==> src/rtl/rr_mux_select_pkg.sv <==
// Shared definitions for the round-robin mux select generator.
package rr_mux_select_pkg;

  localparam int unsigned NREQ  = 4;
  localparam int unsigned IDX_W = 2;

  typedef enum logic {
    ST_IDLE  = 1'b0,
    ST_GRANT = 1'b1
  } state_e;

endpackage

==> src/rtl/rr_mux_select_pick4.sv <==
// Rotating-priority picker: the first set request after `last` wins, so `last` itself ranks lowest.
module rr_pick4
  import rr_mux_select_pkg::*;
(
  input  logic [NREQ-1:0]  req,
  input  logic [IDX_W-1:0] last,
  output logic             found,
  output logic [IDX_W-1:0] idx
);

  logic [IDX_W-1:0] cand;

  always_comb begin
    found = 1'b0;
    idx   = '0;
    cand  = '0;
    // Walk from lowest to highest priority so the highest-priority hit is written last.
    for (int k = NREQ; k >= 1; k--) begin
      cand = last + IDX_W'(k);
      if (req[cand]) begin
        found = 1'b1;
        idx   = cand;
      end
    end
  end

endmodule

==> src/rtl/rr_mux_select.sv <==
// Round-robin select generator for the 4-to-1 mux: grants a requester for a burst of up to
// HOLD_MAX valid/ready beats, then rotates.
module rr_mux_select
  import rr_mux_select_pkg::*;
#(
  parameter int unsigned HOLD_MAX = 4
) (
  input  logic            clk,
  input  logic            reset,
  input  logic [NREQ-1:0] req,
  input  logic            ready,
  output logic            s0,
  output logic            s1,
  output logic [NREQ-1:0] grant,
  output logic            valid
);

  localparam logic [3:0] BeatLast = 4'(HOLD_MAX - 1);

  state_e           state_q, state_d;
  logic [NREQ-1:0]  grant_q, grant_d;
  logic [IDX_W-1:0] sel_q, sel_d;
  logic [IDX_W-1:0] last_q, last_d;
  logic             valid_q, valid_d;
  logic [3:0]       beats_q, beats_d;

  logic             idle_found, next_found;
  logic [IDX_W-1:0] idle_idx, next_idx;
  logic [NREQ-1:0]  req_masked;
  logic             beat, release_now;

  // In GRANT, grant_q is one-hot on the current owner, so this masks exactly that bit.
  assign req_masked = req & ~grant_q;

  rr_pick4 u_pick_idle (
    .req   (req),
    .last  (last_q),
    .found (idle_found),
    .idx   (idle_idx)
  );

  rr_pick4 u_pick_next (
    .req   (req_masked),
    .last  (sel_q),
    .found (next_found),
    .idx   (next_idx)
  );

  always_comb begin
    state_d     = state_q;
    grant_d     = grant_q;
    sel_d       = sel_q;
    last_d      = last_q;
    valid_d     = valid_q;
    beats_d     = beats_q;
    beat        = valid_q & ready;
    release_now = (beat && (beats_q == BeatLast)) || !req[sel_q];

    case (state_q)
      ST_IDLE: begin
        if (idle_found) begin
          state_d = ST_GRANT;
          grant_d = 4'b0001 << idle_idx;
          sel_d   = idle_idx;
          valid_d = 1'b1;
          beats_d = '0;
        end
      end
      ST_GRANT: begin
        if (release_now) begin
          last_d  = sel_q;
          beats_d = '0;
          if (next_found) begin
            grant_d = 4'b0001 << next_idx;
            sel_d   = next_idx;
          end else begin
            state_d = ST_IDLE;
            grant_d = '0;
            sel_d   = '0;
            valid_d = 1'b0;
          end
        end else if (beat) begin
          beats_d = beats_q + 4'd1;
        end
      end
    endcase
  end

  always_ff @(posedge clk) begin
    if (reset) begin
      state_q <= ST_IDLE;
      grant_q <= '0;
      sel_q   <= '0;
      last_q  <= 2'd3;
      valid_q <= 1'b0;
      beats_q <= '0;
    end else begin
      state_q <= state_d;
      grant_q <= grant_d;
      sel_q   <= sel_d;
      last_q  <= last_d;
      valid_q <= valid_d;
      beats_q <= beats_d;
    end
  end

  assign s0    = sel_q[0];
  assign s1    = sel_q[1];
  assign grant = grant_q;
  assign valid = valid_q;

endmodule
==> config.mk <==
export PLATFORM = sky130hd
export DESIGN_NAME = rr_mux_select
export DESIGN_NICKNAME = d
export VERILOG_FILES = /design/src/rtl/rr_mux_select_pkg.sv /design/src/rtl/rr_mux_select_pick4.sv /design/src/rtl/rr_mux_select.sv
export SDC_FILE = /design/constraint.sdc
export NUM_CORES = 1
export LEC_CHECK = 0
export CAP_MARGIN = 20
export CORE_ASPECT_RATIO = 0.7
export CORE_MARGIN = 2
export CORE_UTILIZATION = 47
export CTS_CLUSTER_DIAMETER = 40
export DETAILED_ROUTE_END_ITERATION = 12
export PLACE_DENSITY = 0.71
export SLEW_MARGIN = 10
export SYNTH_ARGS = -nofsm -noshare
export SYNTH_HDL_FRONTEND = slang
export SYNTH_SLANG_ARGS = --single-unit
==> constraint.sdc <==
create_clock -name clk -period 1.6 [get_ports clk]
set_input_delay 0.32 -clock clk [delete_from_list [all_inputs] [get_ports clk]]
set_output_delay 0.32 -clock clk [all_outputs]
set_load 0.005 [all_outputs]
==> results by group <==
Cells and area
  • P&R area growth vs syn: 53.8%
  • ANT cells: 0
  • Nets: 168
  • Most frequent cells in the layout: 27 x buf_4, 11 x nor2_1, 8 x dfxtp_1
  • Storage element area: a little under 300 um2
  • Area of the multi-input gates: 674 um2
  • Share of cells above drive strength 1: 41.5%
  • Final instance area: 0.00143 mm2
  • Commonest non-fill, non-tap cell in the layout: buf_4
  • Filler cells: 131

Pwr
  • Total internal power: between 0.8 and 0.9 mW
  • Peak supply drop: 0.717 mV
  • Reg power frac: between 30% and 40%
  • Switching Share: 35.7%
  • Pwr per Cell Area: 956 mW/mm2
  • NetSw: 0.487 mW
  • Combinational Power Share: 47.7%
  • Leakage: 0.581 nW
  • Power share of the clock group: 19.1%

Worst setup path
  • CP arrival: 1.93 ns
  • R2R cell count: 6
  • Worst r2r src: sel_q[0]
  • Slowest CP cell: mux4_2
  • CP Cell Sequence: mux4_2 > and2_4 > a21oi_4 > buf_6 > nor2_2 > a311oi_1
  • R2R setup slack: -0.13 ns
  • Crit-path leading delay family: multiplexers
  • Crit-path max cell delay: 0.52 ns
  • Crit start category: flop
  • Crit. End Element: flop
  • Worst setup path class: flop to flop
  • Critical-path maximum fanout: 8
  • CP bufs+invs: 1
  • Critical R2R Capture: grant[0]
  • Worst Path Required: about 1.8 ns

STA
  • Final Worst Setup Slack: -0.129 ns
  • Hold slack final: just under 0.5 ns
  • Slew @ Worst Pin: 0.419 ns
  • RSZ-0062 raised after global routing: yes
  • Final Cycle Share: 108%
  • Slew headroom: 72.0%
  • Sum Neg Setup Slack: -0.886 ns
  • Max Freq: 578 MHz
  • Crit path time final: 1.73 ns
  • Final Hold Fails: 0
  • Fin. max-slew vios: 0
  • Clock Skew: 0.00209 ns
  • Setup-failing EPs final: 11

Clock tree
  • CTS H-Tree Depth: 1
  • TritonCTS clock tree: yes
  • CTS max path bufs: 2
  • Cts hold-fix bufs: 0
  • CTS Buf Count: 3
  • Clock-pin slew on the worst setup and hold paths: 0.09 ns
  • CTS Root Cell: clkbuf_4
  • Clk_lat worst skew: just under 0.3 ns
  • Clock Sinks: 14

Global route
  • GRT met1 Usage: between 30% and 40%
  • Most crowded layer after global routing: met2
  • Grt total ovfl: 0
  • GR Util met2: 44.0%
  • GR Util All Layers: roughly a quarter
  • Initial antenna violation count: 0
  • Met3 Use GR: slightly above 8%
  • Largest net degree at the start of global routing: 11
  • Vias in the first global route: 940
  • First-pass GRT wire length: 4470 um

Synth
  • Ys async rst share: 0%
  • Syn_area_per_cell: between 8 and 9 um2
  • Sequential share of the synthesized area: 30.2%
  • Cells after Synth: 114
  • Post-Syn Area: about 900 um2
  • Post-synth EDFFs: 0
  • #FFs+latches synth: 14
  • Mapped Nets: 122
  • Dominant synthesized flop cell: dfxtp_1
  • Synth Warn #: 0
  • Cell variety after synth: 44

Floorplanning
  • IO Pins: 14
  • Core footprint: 0.00185 mm2
  • Die height: 41.2 um
  • Starting Density: between 50% and 60%
  • Die area: 0.00235 mm2
  • Die Span X: 57.1 um
  • Core Rows: 13

Flow run
  • MaxCap Viol Count: 0

Route
  • Vias: 1091
  • Post-route antenna net violation count: 0
  • 1st-pass router iterations: 4
  • WL per Instance: around 16 um
  • Detailed Route Iter0 Violations: 81
  • DRC viols: 0
  • Final WL: 2970 um
  • Via/cell ratio: 6.03

Worst hold path
  • Min-Delay Path Class: flop to flop
  • Endpoint, Worst Hold: last_q[0]
  • Hold Crit Start: last_q[0]
  • Hold depth: 1

Outcome
  • Failing checks: setup timing
  • Outcome: complete, but fails checks

Place
  • GPL Wtd Cong: around 0.87
  • IO buf count: 13
  • DP Area: 0.00130 mm2
  • Post-Place Worst Slack: -0.585 ns
  • Dpl hpwl: 2180 um
==> worst reg2reg max path: cells and delay by family (launching register included) <==
family                 cells  cell delay (ns)
multiplexers               1             0.52
AO/OA/AOI/OAI              2             0.38
flip-flops                 1             0.36
AND/OR/NAND/NOR            2             0.21
buffers and inverters      1             0.16
==> flip-flops by register name, summed over array words and instances (netlist names) <==
| signal | count |
|---|---|
| valid | 1 |
| state_q | 1 |
| grant | 4 |
| beats_q | 4 |
| sel_q | 2 |
| last_q | 2 |
==> synth_stat cells (2+ instances only) <==
library cell | instances | area (um2)
a211o_1 | 2 | 17.5
a211oi_1 | 3 | 22.5
a211oi_2 | 3 | 37.5
a21oi_1 | 4 | 20.0
a22oi_1 | 2 | 15.0
a311oi_1 | 2 | 17.5
clkbuf_1 | 2 | 7.51
dfxtp_1 | 14 | 280
inv_1 | 5 | 18.8
nand2_1 | 7 | 26.3
nand2b_1 | 4 | 25.0
nand3_1 | 3 | 15.0
nand3b_1 | 4 | 30.0
nor2_1 | 18 | 67.6
nor2b_1 | 6 | 37.5
nor3_1 | 2 | 10.0
nor4_1 | 2 | 12.5
o211ai_1 | 2 | 15.0
o21ai_0 | 2 | 10.0
o21ai_1 | 2 | 10.0
or3_1 | 2 | 12.5
==> layout make-up <==
cell class	instances	area share (%)
multi-input combinational	92	47.3
clock buffer	4	2.54
timing repair buffer	44	26.4
tap	22	1.93
inverter	5	1.32
sequential	14	20.5
==> power groups by stage <==
stage | registers, mW | clock network (mW) | logic (mW)
2_1_floorplan | 0.454 | 0 | 0.291
3_3_place_gp | 0.447 | 0 | 0.553
3_5_place_dp | 0.449 | 0 | 0.568
4_1_cts | 0.447 | 0.261 | 0.623
5_1_grt | 0.458 | 0.274 | 0.698
6_report | 0.453 | 0.260 | 0.650
==> through the flow <==
| stage | instances | power [mW] | utilization, % |
|---|---|---|---|
| floorplan | 114 | 0.745 | - |
| global placement | 173 | 1.00 | 70.2 |
| detailed placement | 173 | 1.02 | 70.2 |
| CTS | 180 | 1.33 | 75.6 |
| global route | 181 | 1.43 | 76.9 |
| finish | 181 | 1.36 | 76.9 |
==> layer usage <==
metal / up-vias / part of all wire [%]
met4: 0 / 1.0
met1: 505 / 45
met2: 60 / 44
met5: - / 0
met3: 6 / 9.4
li1: 520 / -
==> worst max path at each step <==
| stage | start | end | slack, ns | cells past startpoint |
|---|---|---|---|---|
| floorplan | beats_q[1] | last_q[0] | -0.08 | 5 |
| global placement | req[1] | grant[0] | -0.56 | 7 |
| detailed placement | req[1] | grant[3] | -0.59 | 7 |
| CTS | sel_q[0] | grant[2] | -0.09 | 6 |
| global route | sel_q[0] | grant[0] | -0.18 | 6 |
| finish | sel_q[0] | grant[0] | -0.13 | 6 |
==> cells by family (layout without fill, tap and decap cells) <==
logic type / after synthesis / in the layout / share of synthesized area, %
flops: 14 / 14 / 30.2
mux: 1 / 1 / 2.43
compound gates: 33 / 33 / 28.7
xor+xnor: 2 / 2 / 1.89
simple gates: 55 / 55 / 31.3
fa+ha+maj: 1 / 1 / 1.35
buf+inv: 8 / 53 / 4.05
==> timing repair <==
item                                    4_1_cts  5_1_grt
hold endpoints to repair                      0        0
pin swaps                                     9        2
endpoints found under the setup margin       16       16
resized for setup                            20        7
buffers inserted                              3        1
No activity file was read; power rests on OpenSTA's default activity.
